==> src/rtl/mem_access_ctrl.sv <==
// Memory-stage controller: registers address/store data, runs one RAM cycle with byte enables,
// waits for MOC (with timeout) and returns sign/zero-extended load data with a one-cycle ack.
module mem_access_ctrl #(
  parameter int TIMEOUT = 16
) (
  input  logic        clk,
  input  logic        reset,
  input  logic        req,
  input  logic        we,
  input  logic [1:0]  size,
  input  logic        unsign,
  input  logic [31:0] addr,
  input  logic [31:0] wdata,
  output logic        busy,
  output logic        ack,
  output logic        err,
  output logic [31:0] rdata,
  output logic        ram_en,
  output logic        ram_rw,
  output logic [31:0] ram_addr,
  output logic [3:0]  ram_be,
  output logic [31:0] ram_wdata,
  input  logic [31:0] ram_rdata,
  input  logic        ram_moc
);

  typedef enum logic [1:0] {IDLE, ACCESS, RESP} state_t;

  localparam logic [7:0] CNT_LAST = 8'(TIMEOUT - 1);

  state_t      state, stateNext;
  logic [31:0] mar, mdr, rdataReg, loadExt;
  logic [3:0]  beReg, laneBe;
  logic [31:0] laneData;
  logic [1:0]  sizeReg;
  logic        weReg, unsignReg, errFlag;
  logic [7:0]  cnt;
  logic        reqIllegal, timeoutHit;
  logic [7:0]  ldByte;
  logic [15:0] ldHalf;

  assign reqIllegal = (size == 2'b11) || (size == 2'b01 && addr[0]) ||
                      (size == 2'b10 && addr[1:0] != 2'b00);
  assign timeoutHit = (state == ACCESS) && !ram_moc && (cnt == CNT_LAST);

  // Store lane steering: narrow data is replicated, enables pick the big-endian lane(s)
  always_comb begin
    laneBe   = 4'b1111;
    laneData = wdata;
    case (size)
      2'b00: begin
        laneBe   = 4'b1000 >> addr[1:0];
        laneData = {4{wdata[7:0]}};
      end
      2'b01: begin
        laneBe   = addr[1] ? 4'b0011 : 4'b1100;
        laneData = {2{wdata[15:0]}};
      end
      default: ;
    endcase
  end

  always_comb begin
    ldByte = ram_rdata[31:24];
    case (mar[1:0])
      2'd1:    ldByte = ram_rdata[23:16];
      2'd2:    ldByte = ram_rdata[15:8];
      2'd3:    ldByte = ram_rdata[7:0];
      default: ;
    endcase
    ldHalf  = mar[1] ? ram_rdata[15:0] : ram_rdata[31:16];
    loadExt = ram_rdata;
    case (sizeReg)
      2'b00:   loadExt = {{24{!unsignReg & ldByte[7]}}, ldByte};
      2'b01:   loadExt = {{16{!unsignReg & ldHalf[15]}}, ldHalf};
      default: ;
    endcase
  end

  always_ff @(posedge clk) begin
    if (reset) state <= IDLE;
    else       state <= stateNext;
  end

  always_comb begin
    stateNext = state;
    busy      = 1'b0;
    ack       = 1'b0;
    ram_en    = 1'b0;
    ram_rw    = 1'b0;
    case (state)
      IDLE: if (req) stateNext = reqIllegal ? RESP : ACCESS;
      ACCESS: begin
        busy   = 1'b1;
        ram_en = 1'b1;
        ram_rw = weReg;
        if (ram_moc || timeoutHit) stateNext = RESP;
      end
      RESP: begin
        busy      = 1'b1;
        ack       = 1'b1;
        stateNext = IDLE;
      end
      default: stateNext = IDLE;
    endcase
  end

  always_ff @(posedge clk) begin
    if (reset) begin
      mar       <= '0;
      mdr       <= '0;
      beReg     <= '0;
      sizeReg   <= '0;
      weReg     <= 1'b0;
      unsignReg <= 1'b0;
      errFlag   <= 1'b0;
      cnt       <= '0;
      rdataReg  <= '0;
    end else begin
      case (state)
        IDLE: if (req) begin
          if (reqIllegal) begin
            errFlag <= 1'b1;
          end else begin
            mar       <= addr;
            mdr       <= laneData;
            beReg     <= laneBe;
            sizeReg   <= size;
            weReg     <= we;
            unsignReg <= unsign;
            errFlag   <= 1'b0;
            cnt       <= '0;
          end
        end
        ACCESS: begin
          if (ram_moc) begin
            if (!weReg) rdataReg <= loadExt;
          end else if (timeoutHit) begin
            errFlag <= 1'b1;
          end else begin
            cnt <= cnt + 8'd1;
          end
        end
        default: ;
      endcase
    end
  end

  assign err       = ack & errFlag;
  assign rdata     = rdataReg;
  assign ram_addr  = {mar[31:2], 2'b00};
  assign ram_be    = beReg;
  assign ram_wdata = mdr;

endmodule
==> config.mk <==
export PLATFORM = sky130hd
export DESIGN_NAME = mem_access_ctrl
export DESIGN_NICKNAME = d
export VERILOG_FILES = /design/src/rtl/mem_access_ctrl.sv
export SDC_FILE = /design/constraint.sdc
export NUM_CORES = 1
export LEC_CHECK = 0
export BUFFER_PORTS_ARGS = -buffer_cell sky130_fd_sc_hd__buf_2
export CAP_MARGIN = 20
export CELL_PAD_IN_SITES_DETAIL_PLACEMENT = 0
export CELL_PAD_IN_SITES_GLOBAL_PLACEMENT = 1
export CORE_MARGIN = 8
export CORE_UTILIZATION = 32
export CTS_BUF_LIST = sky130_fd_sc_hd__clkbuf_8
export CTS_CLUSTER_DIAMETER = 100
export DETAILED_ROUTE_END_ITERATION = 8
export GPL_TIMING_DRIVEN = 0
export PLACE_DENSITY_LB_ADDON = 0.1
export SETUP_SLACK_MARGIN = 0.4
export SLEW_MARGIN = 20
export SYNTH_ARGS = -nofsm -noshare
export SYNTH_HDL_FRONTEND = slang
export SYNTH_SLANG_ARGS = --single-unit
==> constraint.sdc <==
create_clock -name clk -period 3.4 [get_ports clk]
set_input_delay 0.17 -clock clk [delete_from_list [all_inputs] [get_ports clk]]
set_output_delay 0.17 -clock clk [all_outputs]
set_load 0.01 [all_outputs]
# Word-level counts from Yosys, hierarchy flattened
# Index checks and enable logic that the tools add are counted.
# word_totals
ff_bits	115
input_bits	104
out_inout_bits	105
wordCells	77
# classes
add_sub_neg	1
eq_ne	16
shift	1
n_mux	24
bitwise_logic	5
reduce_logical	20
# op_table
op	n
32-bit case mux with 2 select lines	2
8-bit two-way mux	4
8-bit case mux with 3 select lines	1
16-bit two-way mux	1
8-bit case mux with 2 select lines	1
2-bit equality test (second input constant)	5
2-bit != test (second input constant)	5
8-bit by 1-bit adder with 8-bit output (second input constant)	1
2-bit by 1-bit equality test with 1-bit output (second input constant)	4
8-bit by 4-bit equality test with 1-bit output (second input constant)	1
1-bit two-way mux	8
4-bit case mux with 2 select lines	1
2-bit zero test	3
2-bit two-way mux	3
3-bit AND reduction	2
5-bit AND reduction	1
1-bit logical AND	4
4-bit two-way mux	1
2-bit case mux with 2 select lines	1
4-bit AND reduction	1
2-bit nonzero test	2
4-bit by 2-bit right shift with 4-bit output (first input constant)	1
1-bit AND	3
1-bit logical OR	3
6 further kinds	8

# Logic depth before layout (Yosys ltp)
# Gate-level depths: netlist of run 1.
# logic_depth
word_depth	7
depth_mapped	8
ltp_nobuf	6

# Least setup slack after synthesis of run 1
# No wires, ideal clock.
# synth_timing
path_kind	register to register
start	register state[1]
end	register rdataReg[24] (netlist: rdata[24])
setup_time_ps	134
t_arrival_ps	1580
required_time_ps	3266
slack_ps	1686
path_stages_with_launch	8
path_buffers	1
synth_period_minus_slack_ps	1714
cell_sequence	dfxtp_1 > inv_1 > ha_1 > nand2_2 > nor2_1 > a21boi_2 > buf_2 > a211oi_1
# synth_via
elab_chain_cells	2
# synth_rtl
item	line	rtl
start: declaration	31	state_t state, stateNext;
start signal: assignment	82	else state <= stateNext;
2-bit by 1-bit equality test with 1-bit output	120	case (state)
3-bit AND reduction (no line)	--	
end signal: assignment	137	if (!weReg) rdataReg <= loadExt;
end: declaration	32	logic [31:0] mar, mdr, rdataReg, loadExt;
# Every way passes these cells.
# A chain may end at the register's enable or synchronous reset.

# Worst setup path in the final report of run 1
# layout_timing
start	register state[1]
end	register rdataReg[26] (netlist: rdata[26])
# The elaborated chain is that of the path after synthesis.

==> results.md, run 1 <==
- The placer's final routability congestion estimate is 0.777.
- The cell count of the worst hold path is 3.
- Of the total synthesized cell area, the portion taken by XOR and XNOR cells is 0.
- For this run, asynchronously set or reset flops after synthesis account for 0.
- During synthesis, Yosys emitted a total of 0 warnings.
- The number of stages on the worst setup path is 7.
- The final design instance area without fill is 7700 µm².
- Traced cell by cell, the critical path runs through inv_1 -> ha_1 -> nand2_2 -> nor2_1 -> a21boi_2 -> buf_2 -> a211oi_1.
- The proportion of synthesized chip area in sequential cells is 0.426.
- The combinational share of power is 0.197.
- The path class of the tightest hold or removal check is in -> reg.
- The library cell used as clock root buffer is sky130_fd_sc_hd__clkbuf_8.
- The number of buffer and inverter instances along the worst setup path is 2.
- The simple-gate share of the synthesized area is 0.194.
- The placeable core region is 16,500 µm².
- From left edge to right edge, the die measures 146 µm.
- At the later pin of the worst-skew pair, clock insertion delay measures 430 ps.
- By area, the combinational part of the netlist is dominated by compound AO/OA/AOI/OAI gates.
- The arrival time of data at the critical path endpoint is 2500 ps.
- The power share of the sequential group is 0.427.
- The die is 146 µm tall.
- In the routed design, unresolved DRC markers number 0.
- The first detailed-routing pass took 4 iterations.
- TritonCTS built the clock tree.
- The floorplan row count is 47.
- The final critical path time including I/O delays and setup is 2200 ps.
- The remaining antenna violation count after routing is 0.
- The number of global-route vias before repair is 5,869.
- The detailed router's first-iteration violation count is 261.
- The total count of max-transition violations in the final report was 0.
- The most frequently used flop master after synthesis is sky130_fd_sc_hd__dfxtp_1.
- The portion of synthesized area spent on multiplexers is 0.0528.
- The final antenna diode count is 0.
- The routed layout has 5,668 vias.
- The count of flip-flops with a built-in enable after synthesis is 0.
- Clock-pin slew was measured on the worst setup and hold paths at 70 ps.
- The flow ran to the end, and the final reports show no timing, DRC or antenna violations.
- Port buffering added 205 buffers.
- For this design the total switching power over the nets is 0.993 mW.
- For this design the static power due to leakage is 3.36 nW.
- The maximum clock rate is 454 MHz.
- The number of cells on the worst reg-to-reg path is 7.
- The compound-cell area share of the yosys netlist is 0.227.
- In this run the deepest clock path goes through 2 buffers.
- The global-route wire length before repair is 31.2 mm.
- The critical path capture point type is a flop.
- The area growth from synthesis to layout is 42.5%.
- The HPWL after detailed placement is 15.0 mm.
- The sum of overflow across all layers after global routing is 0.
- The internal power consumption is 2.45 mW.
- Setup repair after global routing left no endpoint under its margin.
- The overall global routing resource usage is 0.182.
- Clock skew on the completed layout was measured at 7.56 ps.
- Power spread over the standard cell area amounts to 446 nW/µm².
- The initial utilization of the core area, before any placement, comes to 0.327.
- On the worst path, the slowest cell contributes a delay of 390 ps.
- The per-cell via count in the routed design is 4.83.
- The final setup TNS is 0 ps.
- Setup violations remaining at the end of the flow were counted as 0.
- The setup path with the least slack is of type reg -> reg.
- Of the total synthesized cell area, the portion taken by full adders, half adders and majority gates is 0.00926.
- The count of cell types in the netlist is 51.
- In this run the tightest slew margin relative to its limit is 0.582.
- Clock tree synthesis inserted a total of 17 buffers.
- The fraction of the core area covered by cells at the end of the flow is 0.466.
- The routed design has 19.6 mm of wire.
- The slew of the pin with the lowest slew margin is 627 ps.
- The maximum vdd ir drop is 0.183 mV.
- The top-level port count is 209.
- Of the total power, the share spent switching nets is 0.289.
- Entering global routing, the biggest net connects 17 pins.
- The post-cts resize count is 0.
- Of all nets on the critical path, the largest fanout is 10.
- The data required time at the worst endpoint is 3700 ps.
- The final net count is 1,049.
- The nature of the critical path startpoint is a flop.
- Of the available clock period, the critical path in the final layout requires 0.648.
- In the final layout, the share of cells above drive strength 1 is 0.317.
- Counting every instance in the synthesized netlist gives 657.
- The number of endpoints with negative hold slack in the final report is 0.
- Of the total power, the clock network draws 0.376.
- In this run the cell area of the synthesized design comes to 5410 µm².
- Among cell families on the critical path, the largest total delay comes from compound AO/OA/AOI/OAI gates.
- The number of flip-flops and latches in the synthesized netlist is 115.
- After detailed routing, the average wire length per cell comes to 16.7 µm.
- Each instance of the synthesized netlist takes up on average 8.23 µm².
- The slowest stage of the critical path belongs to the cell sky130_fd_sc_hd__a21boi_2.
- The H-tree was split into 4 levels.
- The area after detailed placement is 6710 µm².
- The die covers 21,300 µm².
- The max-capacitance violation count is 0.
- The number of antenna violations at the first check in global routing is 0.
- The clock drives 115 sinks.
## final timing paths
path,startpoint,endpoint,slack (ps)
setup / recovery,state[1]$_SDFFE_PP0P_,rdata[26]$_SDFFE_PP0P_,1200
hold / removal,wdata[25],ram_wdata[25]$_SDFFE_PP0P_,30
setup reg to reg,state[1]$_SDFFE_PP0P_,rdata[26]$_SDFFE_PP0P_,1200
hold reg to reg,mar[17]$_SDFFE_PP0P_,mar[17]$_SDFFE_PP0P_,450
## cell usage in the layout (no fill, tap or decap), types with 19 or more instances in the layout
| cell type | netlist | final |
|---|---|---|
| sky130_fd_sc_hd__a211oi_1 | 35 | 35 |
| sky130_fd_sc_hd__a21oi_1 | 63 | 63 |
| sky130_fd_sc_hd__a311oi_1 | 19 | 19 |
| sky130_fd_sc_hd__buf_2 | 20 | 225 |
| sky130_fd_sc_hd__buf_4 | 34 | 34 |
| sky130_fd_sc_hd__clkbuf_1 | 24 | 24 |
| sky130_fd_sc_hd__clkbuf_8 | 0 | 21 |
| sky130_fd_sc_hd__dfxtp_1 | 115 | 115 |
| sky130_fd_sc_hd__dlygate4sd3_1 | 0 | 59 |
| sky130_fd_sc_hd__mux2i_1 | 27 | 27 |
| sky130_fd_sc_hd__nand2_1 | 140 | 140 |
| sky130_fd_sc_hd__nor2_1 | 68 | 68 |
## kinds of logic (layout without fill, tap and decap cells)
family          after synthesis  after routing
simple gates                244            244
compound gates              177            177
flops                       115            115
buf+inv                      88            384
mux                          28             28
fa+ha+maj                     4              4
other cells                   1              2
## through the flow
step	hold slack (ps)	total power [mW]	setup slack, ps	cells
after global placement	413	2.12	1250	1083
after detailed placement	417	2.13	1180	1083
after CTS	0.718	3.49	1160	1174
after floorplan	306	1.86	1690	658
final	30.7	3.44	1200	1174
after global routing	14.5	3.63	1020	1174
## tightest hold or removal path, stage by stage
cell	delay (ps)
sky130_fd_sc_hd__buf_2	80
sky130_fd_sc_hd__o211ai_1	70
sky130_fd_sc_hd__a21oi_1	110
## per-layer routing
metal / GRT usage / vias up / part of all wire
met1: 0.220 / 2637 / 0.45
met4: 0.0567 / 0 / 0.014
met5: 0 / - / 0
met2: 0.297 / 174 / 0.47
met3: 0.0628 / 21 / 0.072
li1: - / 2836 / -
## cells in the mapped netlist, types with 2 or more instances
cell | number | area [µm²]
sky130_fd_sc_hd__nand2_2 | 2 | 12.5
sky130_fd_sc_hd__a211oi_1 | 35 | 263
sky130_fd_sc_hd__nor3_1 | 3 | 15.0
sky130_fd_sc_hd__a22oi_1 | 7 | 52.6
sky130_fd_sc_hd__o21bai_1 | 7 | 52.6
sky130_fd_sc_hd__nor2_1 | 68 | 255
sky130_fd_sc_hd__buf_2 | 20 | 100
sky130_fd_sc_hd__a21o_1 | 2 | 15.0
sky130_fd_sc_hd__a22o_1 | 8 | 70.1
sky130_fd_sc_hd__dfxtp_1 | 115 | 2300
sky130_fd_sc_hd__buf_4 | 34 | 255
sky130_fd_sc_hd__nor3b_1 | 7 | 52.6
sky130_fd_sc_hd__o211ai_1 | 8 | 60.1
sky130_fd_sc_hd__mux2i_1 | 27 | 270
sky130_fd_sc_hd__o21ai_0 | 12 | 60.1
sky130_fd_sc_hd__a311oi_1 | 19 | 166
sky130_fd_sc_hd__nand2_1 | 140 | 526
sky130_fd_sc_hd__and2_1 | 3 | 18.8
sky130_fd_sc_hd__clkbuf_1 | 24 | 90.1
sky130_fd_sc_hd__inv_1 | 7 | 26.3
sky130_fd_sc_hd__ha_1 | 4 | 50.1
sky130_fd_sc_hd__a21oi_1 | 63 | 315
sky130_fd_sc_hd__or4_1 | 6 | 45.0
sky130_fd_sc_hd__or3_1 | 2 | 12.5
sky130_fd_sc_hd__o21a_1 | 2 | 15.0
sky130_fd_sc_hd__o31ai_1 | 5 | 37.5
sky130_fd_sc_hd__nand2b_1 | 2 | 12.5
sky130_fd_sc_hd__nand4bb_1 | 2 | 22.5
## cell type report
| cell class | instances | area, µm² |
|---|---|---|
| flip-flops and latches | 115 | 2300 |
| plain buffers | 80 | 460 |
| inverters | 8 | 30.0 |
| clock inverters | 11 | 110 |
| clock buffers | 21 | 289 |
| multi-input cells | 455 | 2620 |
| well taps | 220 | 275 |
| fillers | 1691 | 8820 |
| repair buffers | 264 | 1620 |
## sequential cells by signal, indices dropped and copies added (netlist names)
register   count
cnt            8
errFlag        1
mar           32
ram_be         4
ram_wdata     32
rdata         32
sizeReg        2
state          2
unsignReg      1
weReg          1
## power groups by stage
stage | clock network (mW) | registers [mW] | logic [mW]
finish | 1.29 | 1.47 | 0.677
global route | 1.40 | 1.48 | 0.746
CTS | 1.33 | 1.47 | 0.683
detailed placement | 0 | 1.50 | 0.628
global placement | 0 | 1.50 | 0.621
floorplan | 0 | 1.51 | 0.348
## repair_timing
action / 4_1_cts / 5_1_grt
hold endpoints to repair: 59 / 0
hold buffers: 59 / 0
setup buffers: 0 / 0
Power figures use the tool's default switching activity.
==> run 2, diff against run 1 <==
==> constraint.sdc (replaced) <==
create_clock -name clk -period 2.2 [get_ports clk]
set_input_delay 0.11 -clock clk [delete_from_list [all_inputs] [get_ports clk]]
set_output_delay 0.11 -clock clk [all_outputs]
set_load 0.01 [all_outputs]
==> results.md, run 2 (same netlist as run 1, synthesis figures left out) <==
- The internal power consumption is 3.83 mW.
- The maximum clock rate is 584 MHz.
- The number of antenna diodes in the final layout is 0.
- The finished layout holds 1,200 standard cells, fillers aside.
- The analysis attributes to net switching a power of 1.55 mW.
- The per-cell via count in the routed design is 4.82.
- For this run, design rule violations remaining after detail routing come to 0.
- The share of total power dissipated in combinational logic is 0.207.
- The floorplan row count is 47.
- The overall global routing resource usage is 0.184.
- The library cell used as clock root buffer is sky130_fd_sc_hd__clkbuf_8.
- The initial utilization of the core area, before any placement, comes to 0.327.
- The total count of max-transition violations in the final report is 0.
- The worst register-to-register path has a depth of 6.
- On the worst path, the slowest cell contributes a delay of 320 ps.
- The global-route wire length before repair is 31.8 mm.
- The slowest stage of the critical path belongs to the cell sky130_fd_sc_hd__dfxtp_1.
- The min-delay analysis places its worst path in the category in -> reg.
- The critical path capture point type is a flop.
- The longest clock path from root to sink contains 2 buffers.
- The placeable core region is 16,500 µm².
- The library cells used most frequently in the layout, excluding fill and tap cells, are sky130_fd_sc_hd__buf_2 (220), sky130_fd_sc_hd__nand2_1 (140), sky130_fd_sc_hd__dfxtp_1 (114).
- The TritonCTS clock tree is yes.
- The top-level port count is 209.
- The cell area power density is 666 nW/µm².
- The via total after detailed routing is 5,788.
- The part of the power in the clock network is 0.371.
- The depth of the CTS H-tree is 4.
- The number of buffer and inverter instances along the worst setup path is 2.
- The TritonCTS buffer count is 17.
- The leading cell type in the layout, fill and taps excluded is sky130_fd_sc_hd__buf_2.
- For hold timing, the worst endpoint is ram_wdata[20]$_SDFFE_PP0P_.
- The number of fillers in the final layout is 1,655.
- The share of total power consumed by net switching is 0.289.
- The overall die area is 21,300 µm².
- The area after detailed placement is 6710 µm².
- The largest fanout of any net on the critical path is 9.
- For flop-to-flop paths, the worst setup slack is 490 ps.
- Relative to the synthesized area, the layout overhead comes to 49.5%.
- The arrival time of data at the critical path endpoint is 2000 ps.
- The max-capacitance violation count is 0.
- The nature of the critical path startpoint is a flop.
- The final design instance area without fill is 8080 µm².
- Measured along the x axis, the die boundary spans 146 µm.
- The final-report setup violation count is 0.
- The reg-to-reg critical path endpoint is rdata[11]$_SDFFE_PP0P_.
- Adding up every negative setup slack in the final design gives 0 ps.
- Setup repair after global routing could not meet its margin everywhere.
- The congestion estimate from routability-driven global placement came to 0.777.
- The routed wire length per instance is 16.6 µm.
- The number of global-route vias before repair is 6,011.
- The detailed router's first-iteration violation count is 251.
- The share of layout cells above drive strength 1 is 0.329.
- The number of antenna violations at the first check in global routing was 0.
- Walking the worst path, the cells encountered are buf_4 -> mux2i_2 -> mux2i_1 -> a311oi_4 -> buf_4 -> a211oi_1.
- Broken down by cell family, the worst path's largest delay share belongs to multiplexers.
- The number of endpoints with negative hold slack in the final report was 0.
- During placement, the flow inserted port buffers numbering 205.
- The number of placed instances, taps included, is 1,083.
- At the pin with the least slew margin, the transition time is 641 ps.
- The total detailed-routing wirelength is 19.9 mm.
- From bottom edge to top edge, the die measures 146 µm.
- The overall power after layout is 5.38 mW.
- Clock tree synthesis found a total of 115 sinks.
- Entering global routing, the biggest net connects 17 pins.
- The power share of the sequential group is 0.422.
- Measured against its own limit, the worst slew margin works out to 0.573.
- The leakage power summed over all cells is 3.51 nW.
- The worst setup path category is reg -> reg.
- The net count of the finished layout is 1,075.
- The pre-antenna-repair detailed-routing pass consisted of 4 iterations.
- The clock arrives with 8.82 ps of skew.
- The clock transition at the register clock pins on the worst setup and hold paths after CTS is 70 ps.
- The cell count of the worst hold path is 3.
- Of the available clock period, the critical path in the final layout requires 0.778.
- The final critical path time including I/O delays and setup is 1710 ps.
- The data required time at the worst endpoint is 2490 ps.
- The maximum vdd ir drop is 0.275 mV.
- Detailed placement ended at an HPWL of 15.0 mm.
- The startpoint of the worst-slack reg-to-reg timing path is mar[1]$_SDFFE_PP0P_.
- The detail route stage leaves a number of antenna-violating nets equal to 0.
- In this design, the critical path's most frequently occurring cell is sky130_fd_sc_hd__buf_4.
- The flow ran to the end, and the final reports show no timing, DRC or antenna violations.
- The startpoint identified for the worst hold timing path is wdata[20].
- For this run the aggregate overflow at the end of global routing stands at 0.
- The clock insertion delay at the later pin of the skew report is 430 ps.
- The fraction of the core area covered by cells at the end of the flow is 0.489.
## run 2: changes by cell type in the layout (fill, tap and decap cells not counted), moves of 2 or more
cell | previous run | this run
sky130_fd_sc_hd__mux2i_1 | 27 | 25
sky130_fd_sc_hd__ha_1 | 4 | 2
sky130_fd_sc_hd__buf_4 | 34 | 40
sky130_fd_sc_hd__ha_4 | 0 | 2
sky130_fd_sc_hd__clkbuf_1 | 24 | 19
sky130_fd_sc_hd__buf_2 | 225 | 220
sky130_fd_sc_hd__clkbuf_2 | 0 | 5
sky130_fd_sc_hd__dlygate4sd3_1 | 59 | 82
sky130_fd_sc_hd__nor2_1 | 68 | 66
sky130_fd_sc_hd__clkbuf_4 | 0 | 2
## run 2: final cells by class
class | count | area, µm² | share of cell area
multi-input combinational | 455 | 2720 | 0.337
sequential | 115 | 2310 | 0.285
timing repair buffer | 290 | 1870 | 0.231
buffer | 80 | 479 | 0.0593
clock buffer | 21 | 289 | 0.0358
tap | 220 | 275 | 0.0341
clock inverter | 11 | 110 | 0.0136
inverter | 8 | 30.0 | 0.00372
## run 2: worst max-delay path by stage
stage,start,endpoint,slack (ps),cells after the start
6_report,mar[1]$_SDFFE_PP0P_,rdata[11]$_SDFFE_PP0P_,490,6
3_5_place_dp,state[1]$_SDFFE_PP0P_,rdata[26]$_SDFFE_PP0P_,-20,7
2_1_floorplan,state[1]$_SDFFE_PP0P_,rdata[24]$_SDFFE_PP0P_,490,7
4_1_cts,addr[0],mar[27]$_SDFFE_PP0P_,420,7
5_1_grt,cnt[0]$_SDFFE_PP0P_,state[0]$_SDFFE_PP0P_,390,5
3_3_place_gp,state[1]$_SDFFE_PP0P_,rdata[27]$_SDFFE_PP0P_,50,7
## run 2: per-stage QoR
stage / setup slack, ps / hold slack (ps)
after global routing: 387 / 25.8
after global placement: 48.0 / 353
after detailed placement: -22.2 / 357
after CTS: 416 / 1.25
final: 489 / 40.2
after floorplan: 486 / 246
## run 2: timing repair
item,in CTS,in global routing
endpoints found under the hold margin,82,0
setup buffers,1,2
setup endpoints to repair,41,99
gates resized for setup,13,23
hold buffers,82,0
pin swaps,1,2
## run 2: worst reg2reg max path, cell delays in order (launching register included)
cell	delay (ps)
sky130_fd_sc_hd__dfxtp_1	320
sky130_fd_sc_hd__buf_4	210
sky130_fd_sc_hd__mux2i_2	280
sky130_fd_sc_hd__mux2i_1	170
sky130_fd_sc_hd__a311oi_4	300
sky130_fd_sc_hd__buf_4	210
sky130_fd_sc_hd__a211oi_1	90
## run 2: power by group through the flow
stage / logic, mW / registers [mW] / clock network, mW
floorplan: 0.538 / 2.34 / 0
global placement: 0.960 / 2.31 / 0
detailed placement: 0.971 / 2.32 / 0
CTS: 1.10 / 2.27 / 2.06
global route: 1.23 / 2.29 / 2.17
finish: 1.11 / 2.27 / 2.00
## run 2: routing by layer
layer  up-vias  part of all wire  track usage
met3        20             0.069       0.0625
met4         0             0.014       0.0614
met1      2708              0.44        0.222
met5         -                 0            0
met2       168              0.47        0.302
li1       2892                 -            -
